<file path="src/rtl/scrambler_pkg.sv">
// Shared types and defaults for the keystream XOR stage that sits behind
// the 34-bit primary LFSR.
package scrambler_pkg;

    localparam int DATA_WIDTH_DEF = 18;
    localparam int POLY_WIDTH_DEF = 34;
    localparam int KS_LSB_DEF     = 16;
    localparam int FRAME_LEN_DEF  = 256;
    localparam int CNT_W          = $clog2(FRAME_LEN_DEF + 1);

    typedef enum logic [1:0] {
        SEED_WAIT = 2'd0,
        RUN       = 2'd1,
        FLUSH     = 2'd2
    } state_t;

    // Word counter sticks at its maximum rather than wrapping back into range.
    function automatic logic [CNT_W-1:0] cnt_inc_sat(input logic [CNT_W-1:0] c);
        return (&c) ? c : c + 1'b1;
    endfunction

endpackage

</file>
<file path="src/rtl/scrambler_xor_stage_fifo.sv">
// Two-entry skid buffer carrying {sof, eof, data}. Pure storage: push/pop
// with occupancy flags; the read port always shows the oldest entry.
module scr_skid_fifo #(
    parameter int WIDTH = 20
) (
    input  logic             clk,
    input  logic             rst,
    input  logic             push,
    input  logic [WIDTH-1:0] push_data,
    input  logic             pop,
    output logic [WIDTH-1:0] pop_data,
    output logic [1:0]       count,
    output logic             full,
    output logic             empty
);

    logic [WIDTH-1:0] r_mem [2];
    logic             r_wr_ptr;
    logic             r_rd_ptr;
    logic [1:0]       r_count;
    logic             w_do_push;
    logic             w_do_pop;

    assign full      = (r_count == 2'd2);
    assign empty     = (r_count == 2'd0);
    assign count     = r_count;
    assign pop_data  = r_mem[r_rd_ptr];
    assign w_do_push = push & ~full;
    assign w_do_pop  = pop & ~empty;

    always_ff @(posedge clk or posedge rst) begin
        if (rst) begin
            r_mem[0] <= '0;
            r_mem[1] <= '0;
            r_wr_ptr <= 1'b0;
            r_rd_ptr <= 1'b0;
            r_count  <= 2'd0;
        end else begin
            if (w_do_push) begin
                r_mem[r_wr_ptr] <= push_data;
                r_wr_ptr        <= ~r_wr_ptr;
            end
            if (w_do_pop) begin
                r_rd_ptr <= ~r_rd_ptr;
            end
            r_count <= r_count + {1'b0, w_do_push} - {1'b0, w_do_pop};
        end
    end

endmodule

</file>
<file path="src/rtl/scrambler_xor_stage.sv">
// XORs accepted words with a slice of the LFSR state, advances the LFSR once
// per scrambled word, and tracks framing / seed health with sticky flags.
module scrambler_xor_stage
    import scrambler_pkg::*;
#(
    parameter int DATA_WIDTH = DATA_WIDTH_DEF,
    parameter int POLY_WIDTH = POLY_WIDTH_DEF,
    parameter int KS_LSB     = KS_LSB_DEF,
    parameter int FRAME_LEN  = FRAME_LEN_DEF
) (
    input  logic                  clk,
    input  logic                  rst,
    input  logic                  bypass,
    input  logic                  err_clr,
    input  logic                  in_valid,
    output logic                  in_ready,
    input  logic [DATA_WIDTH-1:0] in_data,
    input  logic                  in_sof,
    input  logic                  in_eof,
    input  logic [POLY_WIDTH-1:0] ks_in,
    output logic                  lfsr_enable,
    output logic                  out_valid,
    input  logic                  out_ready,
    output logic [DATA_WIDTH-1:0] out_data,
    output logic                  out_sof,
    output logic                  out_eof,
    output logic                  seed_err,
    output logic                  frame_err,
    output logic [CNT_W-1:0]      word_cnt
);

    localparam int                 FIFO_W  = DATA_WIDTH + 2;
    localparam logic [CNT_W-1:0]   LEN_MAX = CNT_W'(FRAME_LEN);

    state_t                  r_state;
    state_t                  w_state_nxt;
    logic                    r_ks_nz;
    logic                    r_byp_q;
    logic                    r_frame_open;
    logic [CNT_W-1:0]        r_word_cnt;
    logic                    r_seed_err;
    logic                    r_frame_err;

    logic [DATA_WIDTH-1:0]   w_ks_slice;
    logic                    w_ks_zero;
    logic                    w_permit;
    logic                    w_accept;
    logic                    w_eff_byp;
    logic [DATA_WIDTH-1:0]   w_word;
    logic                    w_seed_fault;
    logic                    w_in_frame;
    logic [CNT_W-1:0]        w_cnt_next;
    logic                    w_len_hit;
    logic                    w_open_next;
    logic                    w_frame_viol;
    logic [FIFO_W-1:0]       w_pop_data;
    logic [1:0]              w_count;
    logic                    w_full;
    logic                    w_empty;
    logic                    w_pop;

    assign w_ks_slice = ks_in[KS_LSB +: DATA_WIDTH];
    assign w_ks_zero  = (ks_in == '0);

    // Before a seed is present only bypassed traffic may enter.
    assign w_permit = (r_state == RUN) | ((r_state == SEED_WAIT) & bypass);
    assign in_ready = w_permit & ~w_full;
    assign w_accept = in_valid & in_ready;

    // The bypass choice is latched on sof; mid-frame changes are ignored.
    assign w_eff_byp   = (r_state != RUN) | (in_sof ? bypass : r_byp_q);
    assign lfsr_enable = w_accept & ~w_eff_byp;
    assign w_word      = in_data ^ (w_eff_byp ? '0 : w_ks_slice);

    // A locked (all-zero) LFSR is only harmful when words are being scrambled.
    assign w_seed_fault = (r_state == RUN) & w_ks_zero & (~r_byp_q | lfsr_enable);

    assign w_in_frame   = in_sof | r_frame_open;
    assign w_cnt_next   = in_sof ? CNT_W'(1) : cnt_inc_sat(r_word_cnt);
    assign w_len_hit    = w_in_frame & ~in_eof & (w_cnt_next == LEN_MAX);
    assign w_open_next  = w_in_frame & ~in_eof & ~w_len_hit;
    assign w_frame_viol = w_accept & ((in_sof & r_frame_open) |
                                      (~in_sof & ~r_frame_open) |
                                      w_len_hit);

    always_comb begin
        w_state_nxt = r_state;
        case (r_state)
            SEED_WAIT: if (r_ks_nz)            w_state_nxt = RUN;
            RUN:       if (w_seed_fault)       w_state_nxt = FLUSH;
            FLUSH:     if (w_count == 2'd0)    w_state_nxt = SEED_WAIT;
            default:                           w_state_nxt = SEED_WAIT;
        endcase
    end

    always_ff @(posedge clk or posedge rst) begin
        if (rst) begin
            r_state      <= SEED_WAIT;
            r_ks_nz      <= 1'b0;
            r_byp_q      <= 1'b0;
            r_frame_open <= 1'b0;
            r_word_cnt   <= '0;
            r_seed_err   <= 1'b0;
            r_frame_err  <= 1'b0;
        end else begin
            r_state <= w_state_nxt;
            r_ks_nz <= ~w_ks_zero;
            if (w_accept) begin
                r_word_cnt   <= w_cnt_next;
                r_frame_open <= w_open_next;
                if (in_sof) begin
                    r_byp_q <= bypass;
                end
            end
            // A new error in the same cycle as err_clr takes priority.
            if (w_seed_fault) begin
                r_seed_err <= 1'b1;
            end else if (err_clr) begin
                r_seed_err <= 1'b0;
            end
            if (w_frame_viol) begin
                r_frame_err <= 1'b1;
            end else if (err_clr) begin
                r_frame_err <= 1'b0;
            end
        end
    end

    assign w_pop = out_valid & out_ready;

    scr_skid_fifo #(
        .WIDTH (FIFO_W)
    ) u_skid (
        .clk       (clk),
        .rst       (rst),
        .push      (w_accept),
        .push_data ({in_sof, in_eof, w_word}),
        .pop       (w_pop),
        .pop_data  (w_pop_data),
        .count     (w_count),
        .full      (w_full),
        .empty     (w_empty)
    );

    assign out_valid = ~w_empty;
    assign out_sof   = w_pop_data[FIFO_W-1];
    assign out_eof   = w_pop_data[FIFO_W-2];
    assign out_data  = w_pop_data[DATA_WIDTH-1:0];
    assign seed_err  = r_seed_err;
    assign frame_err = r_frame_err;
    assign word_cnt  = r_word_cnt;

endmodule

</file>
<file path="config.mk">
export PLATFORM = sky130hd
export DESIGN_NAME = scrambler_xor_stage
export DESIGN_NICKNAME = d
export VERILOG_FILES = /design/src/rtl/scrambler_pkg.sv /design/src/rtl/scrambler_xor_stage_fifo.sv /design/src/rtl/scrambler_xor_stage.sv
export SDC_FILE = /design/constraint.sdc
export NUM_CORES = 1
export LEC_CHECK = 0
export CAP_MARGIN = 40
export CORE_UTILIZATION = 48
export DETAILED_ROUTE_END_ITERATION = 10
export PLACE_DENSITY = 0.8
export REMOVE_ABC_BUFFERS = 1
export SYNTH_ARGS = -nofsm -noshare
export SYNTH_HDL_FRONTEND = slang
export SYNTH_HIERARCHICAL = 1
export SYNTH_SLANG_ARGS = --single-unit
</file>
<file path="constraint.sdc">
create_clock -name clk -period 2.9 [get_ports clk]
set_input_delay 0.435 -clock clk [delete_from_list [all_inputs] [get_ports clk]]
set_output_delay 0.435 -clock clk [all_outputs]
set_load 0.01 [all_outputs]
</file>
; ---- Word level (Yosys, flattened, before mapping)
; Index checks and enable logic that the tools add are counted.
[totals]
ff_bits = 60
latchBits = 0
mem_bits_rw = 0
romBits = 0
word_cells = 86
memories = 0
[op_classes]
add_sub_neg = 3
mul = 0
n_div = 0
magnitude_cmp = 3
n_eq_ne = 8
n_shift = 0
muxes = 17
n_bitwise = 35
reduce_logical = 8
[op_table]
columns = operator, n
row1 = 20-bit two-way mux, 4
row2 = 40-bit bitwise mux, 1
row3 = 34-bit zero test, 1
row4 = 20-bit demux with 1-bit select, 1
row5 = 18-bit two-way mux, 1
row6 = 9-bit two-way mux, 2
row7 = 18-bit bitwise XOR, 1
row8 = 1-bit AND, 15
row9 = 1-bit NOT, 11
row10 = 9-bit by 1-bit adder with 9-bit output (second input constant), 1
row11 = 9-bit == test (second input constant), 1
row12 = 9-bit AND reduction, 1
row13 = 2-bit two-way mux, 3
row14 = 1-bit bitwise OR, 6
row15 = 2-bit one-hot mux with 3 select lines, 1
row16 = 2-bit == test (second input constant), 2
row17 = 2-bit >= comparator (second input constant), 2
row18 = 2-bit zero test, 2
row19 = 1-bit two-way mux, 4
row20 = 2-bit by 1-bit inequality test with 1-bit output (second input constant), 2
row21 = 2-bit inequality test (second input constant), 2
row22 = 1-bit NOT with 2-bit output, 2
row23 = 2-bit nonzero test, 2
row24 = 3-bit AND reduction, 1
row25 = 5 further kinds, 5

; ---- Logic depth before layout (Yosys ltp)
; Gate-level depths: netlist of the first run.
[logic_depth]
word_depth = 10
depth_mapped = 11

; ---- Hierarchy
; Netlist of the first run, hierarchy kept.
[by_module_without_submodules]
columns = mod, instances, cells_per_inst, area_each_um2, seq_area_each_um2
row1 = scr_skid_fifo, 1, 125, 2029.4, 1101.1
row2 = scrambler_xor_stage, 1, 161, 1300.0, 400.4

; ---- Least setup slack after synthesis of the first run
; No wires, ideal clock.
[synth_timing]
kind = reg2reg
from = reg u_skid.r_count[0] (netlist: u_skid/count[0])
to = reg u_skid.r_count[1] (netlist: u_skid/count[1])
setup_ps = 124
arrival_ps = 2096
setup_slack_ps = 680
path_stages_with_launch = 12
path_buffers = 1
synth_period_minus_slack_ps = 2220
cell_sequence = dfrtp_1 -> nand2b_2 -> inv_1 -> or4b_1 -> buf_2 -> inv_2 -> nand2_1 -> ha_1 -> inv_1 -> ha_1 -> xnor2_1 -> xnor2_1
[synth_between]
elab_chain_cells = 7
word_cells_on_any_way = 11
cone_classes = add/sub (2) / eq/ne (1) / bitwise (7) / reduce/logical (1)
[synth_lines]
columns = item, line
row1 = start: declaration, scrambler_xor_stage_fifo.sv:20  ; logic [1:0] r_count;
row2 = start signal: assignment, scrambler_xor_stage_fifo.sv:46  ; r_count <= r_count + {1'b0, w_do_push} - {1'b0, w_do_pop};
row3 = 2-bit == test, scrambler_xor_stage_fifo.sv:24  ; assign full = (r_count == 2'd2);
row4 = named net w_full, scrambler_xor_stage.sv:58  ; logic w_full;
row5 = 1-bit NOT, scrambler_xor_stage.sv:67  ; assign in_ready = w_permit & ~w_full;
row6 = 1-bit AND, scrambler_xor_stage.sv:67
row7 = 1-bit AND, scrambler_xor_stage.sv:68  ; assign w_accept = in_valid & in_ready;
row8 = named net w_accept, scrambler_xor_stage.sv:47  ; logic w_accept;
row9 = 1-bit AND, scrambler_xor_stage_fifo.sv:28  ; assign w_do_push = push & ~full;
row10 = 2-bit by 1-bit adder with 2-bit output, scrambler_xor_stage_fifo.sv:46
row11 = 2-bit by 1-bit subtractor with 2-bit output, scrambler_xor_stage_fifo.sv:46
; The timed path passes the listed nets, and every way through them passes these cells.
; A chain may end at the register's enable or synchronous reset.

; ---- Final worst setup path of the first run
[layout_timing]
from = in bypass
to = out lfsr_enable
[layout_between]
elab_chain_cells = 5
word_cells_on_any_way = 8
cone_classes = mux (1) / bitwise (7)
[layout_lines]
columns = item, line
row1 = start: declaration, scrambler_xor_stage.sv:13  ; input logic bypass,
row2 = 1-bit AND, scrambler_xor_stage.sv:66  ; assign w_permit = (r_state == RUN) | ((r_state == SEED_WAIT) & bypass);
row3 = 1-bit bitwise OR, scrambler_xor_stage.sv:66
row4 = 1-bit AND, scrambler_xor_stage.sv:67
row5 = 1-bit AND, scrambler_xor_stage.sv:68
row6 = 1-bit AND *, scrambler_xor_stage.sv:72  ; assign lfsr_enable = w_accept & ~w_eff_byp;
row7 = end: declaration, scrambler_xor_stage.sv:21  ; output logic lfsr_enable,
; Every way passes the cells marked *; elsewhere a longest branch is shown, timed or not.

==> metrics.md, run 1 <==
| Metric | Value |
|---|---|
| Outcome | complete, no violations |
| Final ANT Viol Nets | 0 |
| Worst Setup End Kind | output port |
| Multi-input logic area | 0.00168 mm2 |
| Worst Hold Depth | 1 |
| Slowest stage cell, crit path | clkdlybuf4s50_1 |
| Critical path required time | 2.47 ns |
| Syn avg cell area | 11.6 um2 |
| Mapped Cells | 286 |
| DR vias/cell | 5.39 |
| Fill count | 473 |
| Register area | 0.00150 mm2 |
| Mapped cell area | 0.00333 mm2 |
| Flop-to-flop setup slack | 0.55 ns |
| Remaining global-route overflow | 0 |
| Final core occ | 69.8% |
| CP max FO | 3 |
| Flops & latches, synth | 60 |
| Number of global-route vias before repair | 2615 |
| Worst Skew | 0.00780 ns |
| Vias | 2522 |
| CTS Sinks | 60 |
| I/O Pins | 94 |
| Total GRT Usage | 22.8% |
| RR Startpoint | u_skid/count[0] |
| Final Cell Area | 0.00456 mm2 |
| Leakage | 1.93 nW |
| Largest net degree at the start of global routing | 45 |
| Initial antenna violation count | 0 |
| Worst Setup SP | bypass |
| Total wire length | 7.61 mm |
| Final net count | 450 |
| Clock Latency Late Sink | 0.33 ns |
| Arrival @ worst endpoint | 2.26 ns |
| Hold Crit Class | reg -> reg |
| Hold Buf Count CTS | 0 |
| CTS root buf | clkbuf_8 |
| Final HPWL DP | 5.56 mm |
| First-pass GRT wire length | 12.8 mm |
| Period minus WS final | 2.70 ns |
| GP Congestion | 0.895 |
| Slew @ Worst Pin | 0.622 ns |
| Post-CTS Setup Repair Bufs | 0 |
| TritonRoute pass-1 iters | 4 |
| Number of setup violations in the final report | 0 |
| Clock-pin slew on the worst setup and hold paths | 0.07 ns |
| Post-DR wirelength/cell | 16.3 um |
| Num CTS Buffers | 9 |
| Fin. max-slew vios | 0 |
| EDFF count, synth | 0 |
| RSZ-0062 raised after global routing | no |
| YS warnings | 6 |
| Placed cell area | 0.00432 mm2 |
| Cts repair resizes | 0 |
| I/O Buffers | 93 |
| Worst Reg-to-Reg Cells | 10 |
| Die W | 85.3 um |
| Tcrit/Tclk final | 93.0% |
| Share of synthesized flip-flops with an asynchronous set or reset | 100% |
| CP dominant cell by count | clkdlybuf4s50_1 |
| Fin. Hold Viols | 0 |
| Slew headroom | 58.5% |
| Most frequent cells in the layout | clkdlybuf4s50_1, dfrtp_1, mux2_2 |
| CTS tree | done |
| Core area | 0.00653 mm2 |
| Die span in y | 85.3 um |
| Max-cap check violation count | 0 |
| H-tree Lvls | 3 |
| Setup Crit Path Kind | in -> out |
| Pwr dens | 994 mW/mm2 |
| Fmax | 0.371 GHz |
| Row count | 29 |
| Crit path launch type | input port |
| Maximum vdd drop | 574 uV |
| Die Area | 0.00727 mm2 |
| CP top delay family | buffers and inverters |
| Area Growth Syn to Fin | 36.9% |
| Layout cells sized above 1 | 22.8% |
| Crit-path max cell delay | 0.58 ns |
| Ys flop type | dfrtp_1 |
| Remaining DRCs | 0 |
| Maximum buffer depth of the clock tree | 2 |
| Setup TNS | 0 ns |
| Hold_sp | r_ks_nz |
| Worst r2r dst | u_skid/count[1] |
| Initial DRC Count | 130 |
| Hold Crit Endpoint | r_state[0] |
| Crit-path cells | clkdlybuf4s50_1 -> nor2_1 -> or4b_1 -> nor2b_1 -> clkdlybuf4s50_1 |
| Count of cell types in the netlist | 46 |
| Ant diodes | 0 |
| Post-synthesis sequential area ratio | 45.1% |
| Commonest non-fill, non-tap cell in the layout | clkdlybuf4s50_1 |
| CP bufs+invs | 2 |
| Initial Util | 51.0% |
-- Yosys cell counts, types with 4 or more instances --
cell	n	area share (%)
ha_1	4	1.5
mux2_2	40	14
xnor2_1	22	5.8
buf_2	5	0.75
dfrtp_1	60	45
nor2b_1	5	0.94
nand2_1	26	2.9
a21oi_1	8	1.2
inv_1	13	1.5
nor4_1	8	1.5
nand3_1	6	0.90
nor2_1	14	1.6
mux2_4	20	9.0
nand4_1	4	0.75
-- power breakdown --
group	internal, mW	switching, mW	total, mW
clock network	0.551	0.314	0.865
registers	1.21	0.227	1.43
logic	1.37	0.861	2.23
total	3.13	1.40	4.53
-- cell type report --
| cell class | count | area share (%) |
|---|---|---|
| clock inverters | 4 | 1.54 |
| inverters | 14 | 1.15 |
| well taps | 77 | 2.11 |
| clock buffers | 12 | 3.62 |
| repair buffers | 101 | 21.7 |
| flip-flops and latches | 60 | 32.9 |
| multi-input cells | 200 | 36.9 |
-- per-layer routing --
metal	GRT usage, %	wire, um	share of wire, %	vias to the layer above
li1	-	-	-	1209
met1	30.0	3450	45	1218
met2	36.4	3630	48	80
met4	11.1	174	2.3	0
met5	0	0	0	-
met3	3.99	357	4.7	15
-- worst max path at each step --
stage | end | cells past startpoint | slack [ns]
after floorplan | u_skid/r_mem[20] | 6 | 0.39
after global placement | lfsr_enable | 5 | 0.23
after detailed placement | u_skid/count[1] | 10 | 0.17
after CTS | lfsr_enable | 5 | 0.20
after global routing | lfsr_enable | 5 | 0.10
final | lfsr_enable | 5 | 0.20
-- through the flow --
stage	hold WS (ns)	std cells	total power [mW]	setup WS (ns)
global route	0.522	468	4.80	0.102
detailed placement	0.476	452	3.67	0.172
floorplan	0.349	274	2.76	0.386
global placement	0.461	452	3.62	0.232
CTS	0.492	468	4.57	0.202
finish	0.496	468	4.53	0.204
-- registers in the layout (all words and copies together), names as in the netlist --
signal and cells:
u_skid/r_wr_ptr 1, r_byp_q 1, word_cnt 9, u_skid/r_mem 40, r_state 2, frame_err 1, seed_err 1, r_ks_nz 1
r_frame_open 1, u_skid/r_rd_ptr 1, u_skid/count 2
-- cells by family after synthesis --
logic type,after synthesis,share of synthesized area (%)
AOI/OAI and AO/OA,28,6.24
xor gates and xnor gates,25,6.58
adders and majority gates,4,1.50
buffers and inverters,26,4.43
DFF,60,45.1
muxes,64,23.8
and+or+nand+nor,79,12.4
Note: power is estimated with default switching activity, not from simulation.
==> run 2: changes to the inputs <==
- CTS_CLUSTER_SIZE: not set -> 40
- HOLD_SLACK_MARGIN: not set -> 0.08
==> results of run 2 <==
The final DEF is identical to that of run 1; final timing and power are the same.
